--- config.mk ---
export PLATFORM = sky130hd
export DESIGN_NAME = dm_sba_controller
export DESIGN_NICKNAME = d
export VERILOG_FILES = /design/src/rtl/dm_sba_controller.sv
export SDC_FILE = /design/constraint.sdc
export NUM_CORES = 1
export LEC_CHECK = 0
export CAP_MARGIN = 20
export CORE_UTILIZATION = 47
export CTS_CLUSTER_DIAMETER = 30
export DETAILED_ROUTE_END_ITERATION = 7
export GPL_TIMING_DRIVEN = 0
export PLACE_DENSITY = 0.81
export SKIP_CTS_REPAIR_TIMING = 1
export SLEW_MARGIN = 0
export SYNTH_ARGS = -nofsm -noshare
export SYNTH_HDL_FRONTEND = slang
export SYNTH_SLANG_ARGS = --single-unit
--- constraint.sdc ---
create_clock -name clk_i -period 4 [get_ports clk_i]
set_clock_uncertainty 0.15 [all_clocks]
set_input_delay 0.6 -clock clk_i [delete_from_list [all_inputs] [get_ports clk_i]]
set_output_delay 0.6 -clock clk_i [all_outputs]
set_load 0.05 [all_outputs]
--- src/rtl/dm_sba_controller.sv ---
// System Bus Access sequencer: runs one req/gnt/rvalid bus transaction per
// sbdata/sbaddress trigger and reports data, errors and the incremented address.
module dm_sba_controller #(
    parameter int unsigned BusWidth      = 32,
    parameter int unsigned TimeoutCycles = 256
) (
    input  logic                clk_i,
    input  logic                rst_ni,
    input  logic [BusWidth-1:0] sbaddress_i,
    input  logic [BusWidth-1:0] sbdata_i,
    input  logic [2:0]          sbaccess_i,
    input  logic                sbautoincrement_i,
    input  logic                sbreadonaddr_i,
    input  logic                sbreadondata_i,
    input  logic                sbaddress_write_valid_i,
    input  logic                sbdata_read_valid_i,
    input  logic                sbdata_write_valid_i,
    output logic                sbbusy_o,
    output logic [BusWidth-1:0] sbdata_o,
    output logic                sbdata_valid_o,
    output logic [2:0]          sberror_o,
    output logic                sberror_valid_o,
    output logic [BusWidth-1:0] sbaddress_o,
    output logic                sbaddress_valid_o,
    output logic                master_req_o,
    output logic [BusWidth-1:0] master_add_o,
    output logic                master_we_o,
    output logic [BusWidth-1:0] master_wdata_o,
    output logic [3:0]          master_be_o,
    input  logic                master_gnt_i,
    input  logic                master_r_valid_i,
    input  logic                master_r_err_i,
    input  logic [BusWidth-1:0] master_r_rdata_i
);

    localparam int unsigned     CntW    = (TimeoutCycles > 1) ? $clog2(TimeoutCycles) : 1;
    localparam logic [CntW-1:0] CntLast = CntW'(TimeoutCycles - 1);

    typedef enum logic [2:0] {IDLE, RD_REQ, WR_REQ, RD_WAIT, WR_WAIT} state_e;

    state_e              state_q, state_d;
    logic [CntW-1:0]     cnt_q, cnt_d;
    logic [BusWidth-1:0] addr_q, addr_d;
    logic [2:0]          access_q, access_d;
    logic [BusWidth-1:0] wdata_q, wdata_d;
    logic [3:0]          be_q, be_d;
    logic [BusWidth-1:0] sbdata_q, sbdata_d;
    logic                sbdata_valid_q, sbdata_valid_d;
    logic [2:0]          sberror_q, sberror_d;
    logic                sberror_valid_q, sberror_valid_d;
    logic [BusWidth-1:0] sbaddr_q, sbaddr_d;
    logic                sbaddr_valid_q, sbaddr_valid_d;

    logic                write_trig, read_trig, misaligned;
    logic [1:0]          offset;
    logic [3:0]          be_new;
    logic [BusWidth-1:0] wdata_new, rdata_shifted;

    always_ff @(posedge clk_i or negedge rst_ni) begin
        if (!rst_ni) begin
            state_q         <= IDLE;
            cnt_q           <= '0;
            addr_q          <= '0;
            access_q        <= '0;
            wdata_q         <= '0;
            be_q            <= '0;
            sbdata_q        <= '0;
            sbdata_valid_q  <= 1'b0;
            sberror_q       <= '0;
            sberror_valid_q <= 1'b0;
            sbaddr_q        <= '0;
            sbaddr_valid_q  <= 1'b0;
        end else begin
            state_q         <= state_d;
            cnt_q           <= cnt_d;
            addr_q          <= addr_d;
            access_q        <= access_d;
            wdata_q         <= wdata_d;
            be_q            <= be_d;
            sbdata_q        <= sbdata_d;
            sbdata_valid_q  <= sbdata_valid_d;
            sberror_q       <= sberror_d;
            sberror_valid_q <= sberror_valid_d;
            sbaddr_q        <= sbaddr_d;
            sbaddr_valid_q  <= sbaddr_valid_d;
        end
    end

    always_comb begin
        write_trig = sbdata_write_valid_i;
        read_trig  = (sbaddress_write_valid_i & sbreadonaddr_i) |
                     (sbdata_read_valid_i & sbreadondata_i);
        offset     = sbaddress_i[1:0];
        misaligned = ((sbaccess_i == 3'd1) && offset[0]) ||
                     ((sbaccess_i == 3'd2) && (offset != 2'b00));

        case (sbaccess_i)
            3'd0:    begin be_new = 4'b0001 << offset; wdata_new = {4{sbdata_i[7:0]}};  end
            3'd1:    begin be_new = 4'b0011 << offset; wdata_new = {2{sbdata_i[15:0]}}; end
            default: begin be_new = 4'hF;              wdata_new = sbdata_i;            end
        endcase

        rdata_shifted = master_r_rdata_i >> {addr_q[1:0], 3'b000};

        state_d         = state_q;
        cnt_d           = cnt_q;
        addr_d          = addr_q;
        access_d        = access_q;
        wdata_d         = wdata_q;
        be_d            = be_q;
        sbdata_d        = sbdata_q;
        sbdata_valid_d  = 1'b0;
        sberror_d       = sberror_q;
        sberror_valid_d = 1'b0;
        sbaddr_d        = sbaddr_q;
        sbaddr_valid_d  = 1'b0;

        case (state_q)
            IDLE: begin
                cnt_d = '0;
                if (write_trig || read_trig) begin
                    if (sbaccess_i > 3'd2) begin
                        sberror_d       = 3'd4;
                        sberror_valid_d = 1'b1;
                    end else if (misaligned) begin
                        sberror_d       = 3'd3;
                        sberror_valid_d = 1'b1;
                    end else begin
                        addr_d   = sbaddress_i;
                        access_d = sbaccess_i;
                        be_d     = be_new;
                        wdata_d  = wdata_new;
                        state_d  = write_trig ? WR_REQ : RD_REQ;
                    end
                end
            end
            RD_REQ, WR_REQ: begin
                if (master_gnt_i) begin
                    cnt_d   = '0;
                    state_d = (state_q == WR_REQ) ? WR_WAIT : RD_WAIT;
                end else if ((TimeoutCycles != 0) && (cnt_q == CntLast)) begin
                    cnt_d           = '0;
                    sberror_d       = 3'd1;
                    sberror_valid_d = 1'b1;
                    state_d         = IDLE;
                end else begin
                    cnt_d = cnt_q + CntW'(1);
                end
            end
            RD_WAIT, WR_WAIT: begin
                if (master_r_valid_i) begin
                    state_d = IDLE;
                    if (master_r_err_i) begin
                        sberror_d       = 3'd2;
                        sberror_valid_d = 1'b1;
                    end else begin
                        if (state_q == RD_WAIT) begin
                            sbdata_valid_d = 1'b1;
                            case (access_q)
                                3'd0:    sbdata_d = BusWidth'(rdata_shifted[7:0]);
                                3'd1:    sbdata_d = BusWidth'(rdata_shifted[15:0]);
                                default: sbdata_d = rdata_shifted;
                            endcase
                        end
                        if (sbautoincrement_i) begin
                            sbaddr_d       = sbaddress_i + (BusWidth'(1) << access_q);
                            sbaddr_valid_d = 1'b1;
                        end
                    end
                end
            end
            default: state_d = IDLE;
        endcase
    end

    assign sbbusy_o          = (state_q != IDLE);
    assign master_req_o      = (state_q == RD_REQ) || (state_q == WR_REQ);
    assign master_we_o       = (state_q == WR_REQ);
    assign master_add_o      = {addr_q[BusWidth-1:2], 2'b00};
    assign master_wdata_o    = wdata_q;
    assign master_be_o       = be_q;
    assign sbdata_o          = sbdata_q;
    assign sbdata_valid_o    = sbdata_valid_q;
    assign sberror_o         = sberror_q;
    assign sberror_valid_o   = sberror_valid_q;
    assign sbaddress_o       = sbaddr_q;
    assign sbaddress_valid_o = sbaddr_valid_q;

endmodule

## Word level (Yosys, flattened, before mapping)

Index checks and enable logic that the tools add are counted.

| word-level totals | value |
|---|---|
| register bits | 152 |
| word-level logic and storage cells | 100 |
| output and inout bits | 141 |
| input port bits | 110 |

| cells by class | value |
|---|---|
| $lt $le $gt $ge | 1 |
| add/sub/neg operators | 2 |
| muxes and demuxes | 39 |
| bitwise gates (word level) | 6 |
| equal/unequal tests | 17 |
| reductions and logical operators | 19 |
| shift operators | 4 |

Operator list:

| operator | count |
|---|---|
| 32-bit one-hot mux with 2 select lines | 2 |
| 3-bit 2-to-1 mux | 14 |
| 32-bit adder | 1 |
| 1-bit by 3-bit << shifter with 32-bit output, first input constant | 1 |
| 32-bit by 5-bit right shift with 32-bit output | 1 |
| 3-bit one-hot mux with 3 select lines | 2 |
| 8-bit 2-to-1 mux | 2 |
| 8-bit one-hot mux with 2 select lines | 1 |
| 1-bit 2-to-1 mux | 15 |
| 2-bit inequality test, second input constant | 7 |
| 4-bit AND reduction | 3 |
| 3-bit by 1-bit equality test with 1-bit output, second input constant | 3 |
| 3-bit by 2-bit equality test with 1-bit output, second input constant | 3 |
| 3-bit zero test | 3 |
| 8-bit by 1-bit adder with 8-bit output, second input constant | 1 |
| 8-bit equality test, second input constant | 1 |
| 4-bit one-hot mux with 2 select lines | 1 |
| 7-bit AND reduction | 1 |
| 3-bit inequality test, second input constant | 2 |
| 3-bit nonzero test | 2 |
| 5-bit AND reduction | 1 |
| 2-bit nonzero test | 2 |
| 2-bit OR reduction | 2 |
| 1-bit by 2-bit << shifter with 4-bit output, first input constant | 1 |
| 10 further kinds | 16 |

## Longest topological paths before layout

| depth | value |
|---|---|
| word-level depth | 7 |
| gate-level depth with buffers | 10 |
| mapped depth without buffers | 9 |

## Least setup slack after synthesis

Ideal clock, no wire load.

| path | value |
|---|---|
| path type | register -> register |
| start point | register access_q[1] |
| end point | register sbaddr_q[26], in the netlist sbaddress_o[26] |
| cell stages (with the launch flop) | 11 |
| period minus slack after synthesis | 2871 ps |
| arrival | 2639 ps |
| path buffers | 1 |
| required time | 3768 ps |
| setup slack | 1129 ps |
| library setup time | 82 ps |
| cell sequence | dfrtp_1 clkbuf_1 nor3_1 ha_1 inv_1 fa_1 nand2b_1 a21oi_2 o211ai_1 or4_1 a31oi_1 |

| on the way | value |
|---|---|
| cells in the longest elaborated chain, start to end | 2 |

Ends and longest elaborated chain:

| item | line | text |
|---|---|---|
| start, declared | 44 | `logic [2:0] access_q, access_d;` |
| start signal, assigned | 77 | `access_q <= access_d;` |
| 1-bit by 3-bit << shifter with 32-bit output | 166 | `sbaddr_d = sbaddress_i + (BusWidth'(1) << access_q);` |
| 32-bit adder | 166 |  |
| end signal, assigned | 84 | `sbaddr_q <= sbaddr_d;` |
| end, declared | 51 | `logic [BusWidth-1:0] sbaddr_q, sbaddr_d;` |

No other way between the ends.
A chain may end at the register's enable or synchronous reset.

## Worst setup path after layout

| path | value |
|---|---|
| start point | register access_q[0] |
| end point | register sbaddr_q[26], in the netlist sbaddress_o[26] |

Same word-level chain as after synthesis.

==> impl_metrics.env <==
export IMPL_rsz0062_at_grt="false"
export IMPL_grt_pass1_vias=7042
export IMPL_tritoncts="done"
export IMPL_cts_sinks=152
export IMPL_diodes=0
export IMPL_fin_crit_ns=3.49
export IMPL_fin_area_um2=11100
export IMPL_setup_worst_path_end="sbaddress_o[26]$_DFFE_PN0P_"
export IMPL_synth_top_area_cell="dfrtp_1"
export IMPL_vias=7173
export IMPL_finalCritPeriodShare_pct=87.2
export IMPL_p_leak_nw=4.94
export IMPL_synth_edf_count=0
export IMPL_drc_errors=0
export IMPL_die_w_um=131
export IMPL_io_buffers=244
export IMPL_first_pass_iters=5
export IMPL_place_area_um2=10500
export IMPL_vias_per_cell=5.40
export IMPL_dp_cells=1297
export IMPL_ys_ff_latch=152
export IMPL_multi_input_area_um2=3540
export IMPL_cts_root_buf="clkbuf_16"
export IMPL_failed_checks="negative hold slack"
export IMPL_coreArea_um2=16100
export IMPL_maxCapViolations=0
export IMPL_netlist_top_cells_area="dfrtp_1 49%, nand2_1 10%, o21ai_0 6.0%, mux2i_1 5.1%, buf_4 3.1%"
export IMPL_avgSynthCellArea_um2=9.34
export IMPL_fillCellCount=1236
export IMPL_peakVddDrop_uv=577
export IMPL_drv_slew=0
export IMPL_setup_violations=0
export IMPL_fin_nets=1220
export IMPL_postSynthCellCount=835
export IMPL_ys_seq_area_share_pct=48.7
export IMPL_slew_headroom_pct=42.8
export IMPL_cp_max_fo=9
export IMPL_place_gp_congestion=0.941
export IMPL_hold_class="input port to async pin"
export IMPL_arrival_ns=3.67
export IMPL_yosysWarnings=0
export IMPL_ys_flop_type="dfrtp_1"
export IMPL_grt_pass1_wl_um=36500
export IMPL_cts_buffers_inserted=17
export IMPL_ys_async_sr_fraction_pct=100
export IMPL_status="finished, violations left"
export IMPL_fmax_ghz=0.287
export IMPL_dp_hpwl_um=17400
export IMPL_grt_max_degree=95
export IMPL_clkTransAtPathRegs_ns=0.07
export IMPL_synth_top_area_share_pct=48.7
export IMPL_crit_start="access_q[0]$_DFFE_PN0P_"
export IMPL_cts_htree_levels=4
export IMPL_synthToLayoutAreaGrowth_pct=42.3
export IMPL_holdWs_ns=-0.00249
export IMPL_io_pin_count=251
export IMPL_final_layout_size_suffix_gt1_share_pct=9.08
export IMPL_powerDensity_nw_per_um2=837
export IMPL_ff2ff_setup_slack_ns=0.51
export IMPL_total_power_mw=9.30
export IMPL_ys_types=62
export IMPL_worstSetupPathType="flop to flop"
export IMPL_row_count=46
export IMPL_grt_use_total_pct=28.2
export IMPL_worstSetupStartpointType="flop"
export IMPL_ff_latch_area_um2=3800
export IMPL_utilization_pct=69.1
export IMPL_ant_nets=0
export IMPL_start_util_pct=48.6
export IMPL_antenna_found_initial=0
export IMPL_clkLatencyLatePin_ns=0.42
export IMPL_worstSetupEndpointType="flop"
export IMPL_grt_overflow=0
export IMPL_routed_wl_um=23500
export IMPL_die_area_um2=17100
export IMPL_r2r_end="sbaddress_o[26]$_DFFE_PN0P_"
export IMPL_tightestPinTransition_ns=0.853
export IMPL_die_y_um=131
export IMPL_first_iter_violations=416
export IMPL_cts_max_path_buffers=2
export IMPL_reg2regPathDepth=10
export IMPL_syn_area_um2=7800
export IMPL_worstPathRequired_ns=4.19
export IMPL_r2r_start="access_q[0]$_DFFE_PN0P_"
export IMPL_finalHoldViolCount=1
export IMPL_wl_per_cell_um=17.7
export IMPL_final_cells=1328
## registers in the layout (all words and copies together), names as in the netlist
signal and cells:
sbdata_valid_o 1, sberror_o 3, state_q 3, master_be_o 4, access_q 3, sbaddress_o 32, sbdata_o 32, addr_q 32
cnt_q 8, sbaddress_valid_o 1, master_wdata_o 32, sberror_valid_o 1
## cell usage in the layout, fill, tap and decap left out, types with 3 or more instances in the layout
master,netlist,final
nor3_1,4,4
a211oi_1,11,11
xor2_1,21,21
and2_1,7,7
nand2_1,215,215
buf_1,5,5
buf_2,5,5
ha_1,9,9
nand4_1,5,5
dfrtp_1,152,152
clkinv_2,0,5
nor2_1,24,24
buf_4,32,32
mux2_2,13,13
clkinvlp_4,0,4
mux2i_1,40,40
a21o_1,4,4
clkdlybuf4s50_1,0,243
o2111ai_1,6,6
nand2b_1,4,4
and3b_1,4,4
and3_1,3,3
nor3b_1,3,3
or4_1,4,4
a21oi_1,21,21
clkbuf_1,36,36
or3_1,6,6
nor2b_1,12,12
a22o_1,18,18
clkbuf_16,0,17
o21ai_0,93,93
inv_1,9,9
nand3_1,11,11
o21a_1,3,3
a31oi_1,9,9
o211ai_1,9,9
## where the power goes
part	total [mW]	internal, mW	switching, mW
Clock	1.52	0.881	0.638
Combinational	5.27	1.82	3.45
Sequential	2.51	2.16	0.354
## worst max-delay path: stages (launching register included)
cell      delay (ns)
dfrtp_1         0.36
clkbuf_1        0.22
nor3_1          0.39
ha_1            0.26
inv_1           0.06
fa_1            0.40
nand2b_1        0.19
a21oi_2         0.42
o211ai_1        0.32
or4_1           0.46
a31oi_1         0.18
## cell usage after synthesis (11+ instances only)
library cell / number
xor2_1: 21
o21ai_0: 93
a22o_1: 18
clkbuf_1: 36
nor2_1: 24
a21oi_1: 21
nand3_1: 11
nor2b_1: 12
nand2_1: 215
dfrtp_1: 152
buf_4: 32
mux2_2: 13
a211oi_1: 11
mux2i_1: 40
## layout make-up
cell class                      instances  area share, %
Sequential cell                       152           34.3
Timing Repair Buffer                  245           22.3
Buffer                                 78           3.78
Tap cell                              216           2.43
Multi-Input combinational cell        595           31.9
Clock inverter                         12          0.924
Clock buffer                           19           4.08
Inverter                               11          0.372
## kinds of logic (layout without fill, tap and decap cells)
family	count (synthesis)	in the layout	share of synthesized area, %
AND/OR/NAND/NOR	315	315	18.5
AO/OA/AOI/OAI	192	192	15.6
flip-flops	152	152	48.7
buffers and inverters	89	365	5.90
multiplexers	53	53	7.01
XOR/XNOR	23	23	2.58
adder cells (fa/ha/maj)	10	10	1.70
other	1	2	0.0481
## metal layers
| layer | wire length [um] | GRT usage [%] | up-vias |
|---|---|---|---|
| met1 | 9380 | 34.1 | 3420 |
| met3 | 2240 | 8.71 | 48 |
| met4 | 691 | 12.2 | 0 |
| met2 | 11200 | 46.6 | 323 |
| li1 | - | - | 3382 |
| met5 | 0 | 0 | - |
## worst min path at each step
stage,startpoint,end,slack [ns],cells past startpoint
2_1_floorplan,rst_ni,access_q[0]$_DFFE_PN0P_,0.15,0
3_3_place_gp,master_wdata_o[5]$_DFFE_PN0P_,master_wdata_o[5]$_DFFE_PN0P_,0.31,2
3_5_place_dp,master_wdata_o[4]$_DFFE_PN0P_,master_wdata_o[4]$_DFFE_PN0P_,0.31,2
4_1_cts,rst_ni,sberror_o[1]$_DFFE_PN0P_,0.01,1
5_1_grt,rst_ni,sberror_o[0]$_DFFE_PN0P_,0.03,1
6_report,rst_ni,sberror_o[1]$_DFFE_PN0P_,-0.002,1
## through the flow
step           TNS, ns  hold slack, ns  worst slack (ns)
2_1_floorplan        0           0.154              1.13
3_3_place_gp   -621.41           0.308             -4.10
3_5_place_dp         0           0.313             0.191
4_1_cts              0          0.0128             0.509
5_1_grt              0          0.0293             0.236
6_report             0        -0.00249             0.512
Note: power is estimated with default switching activity, not from simulation.
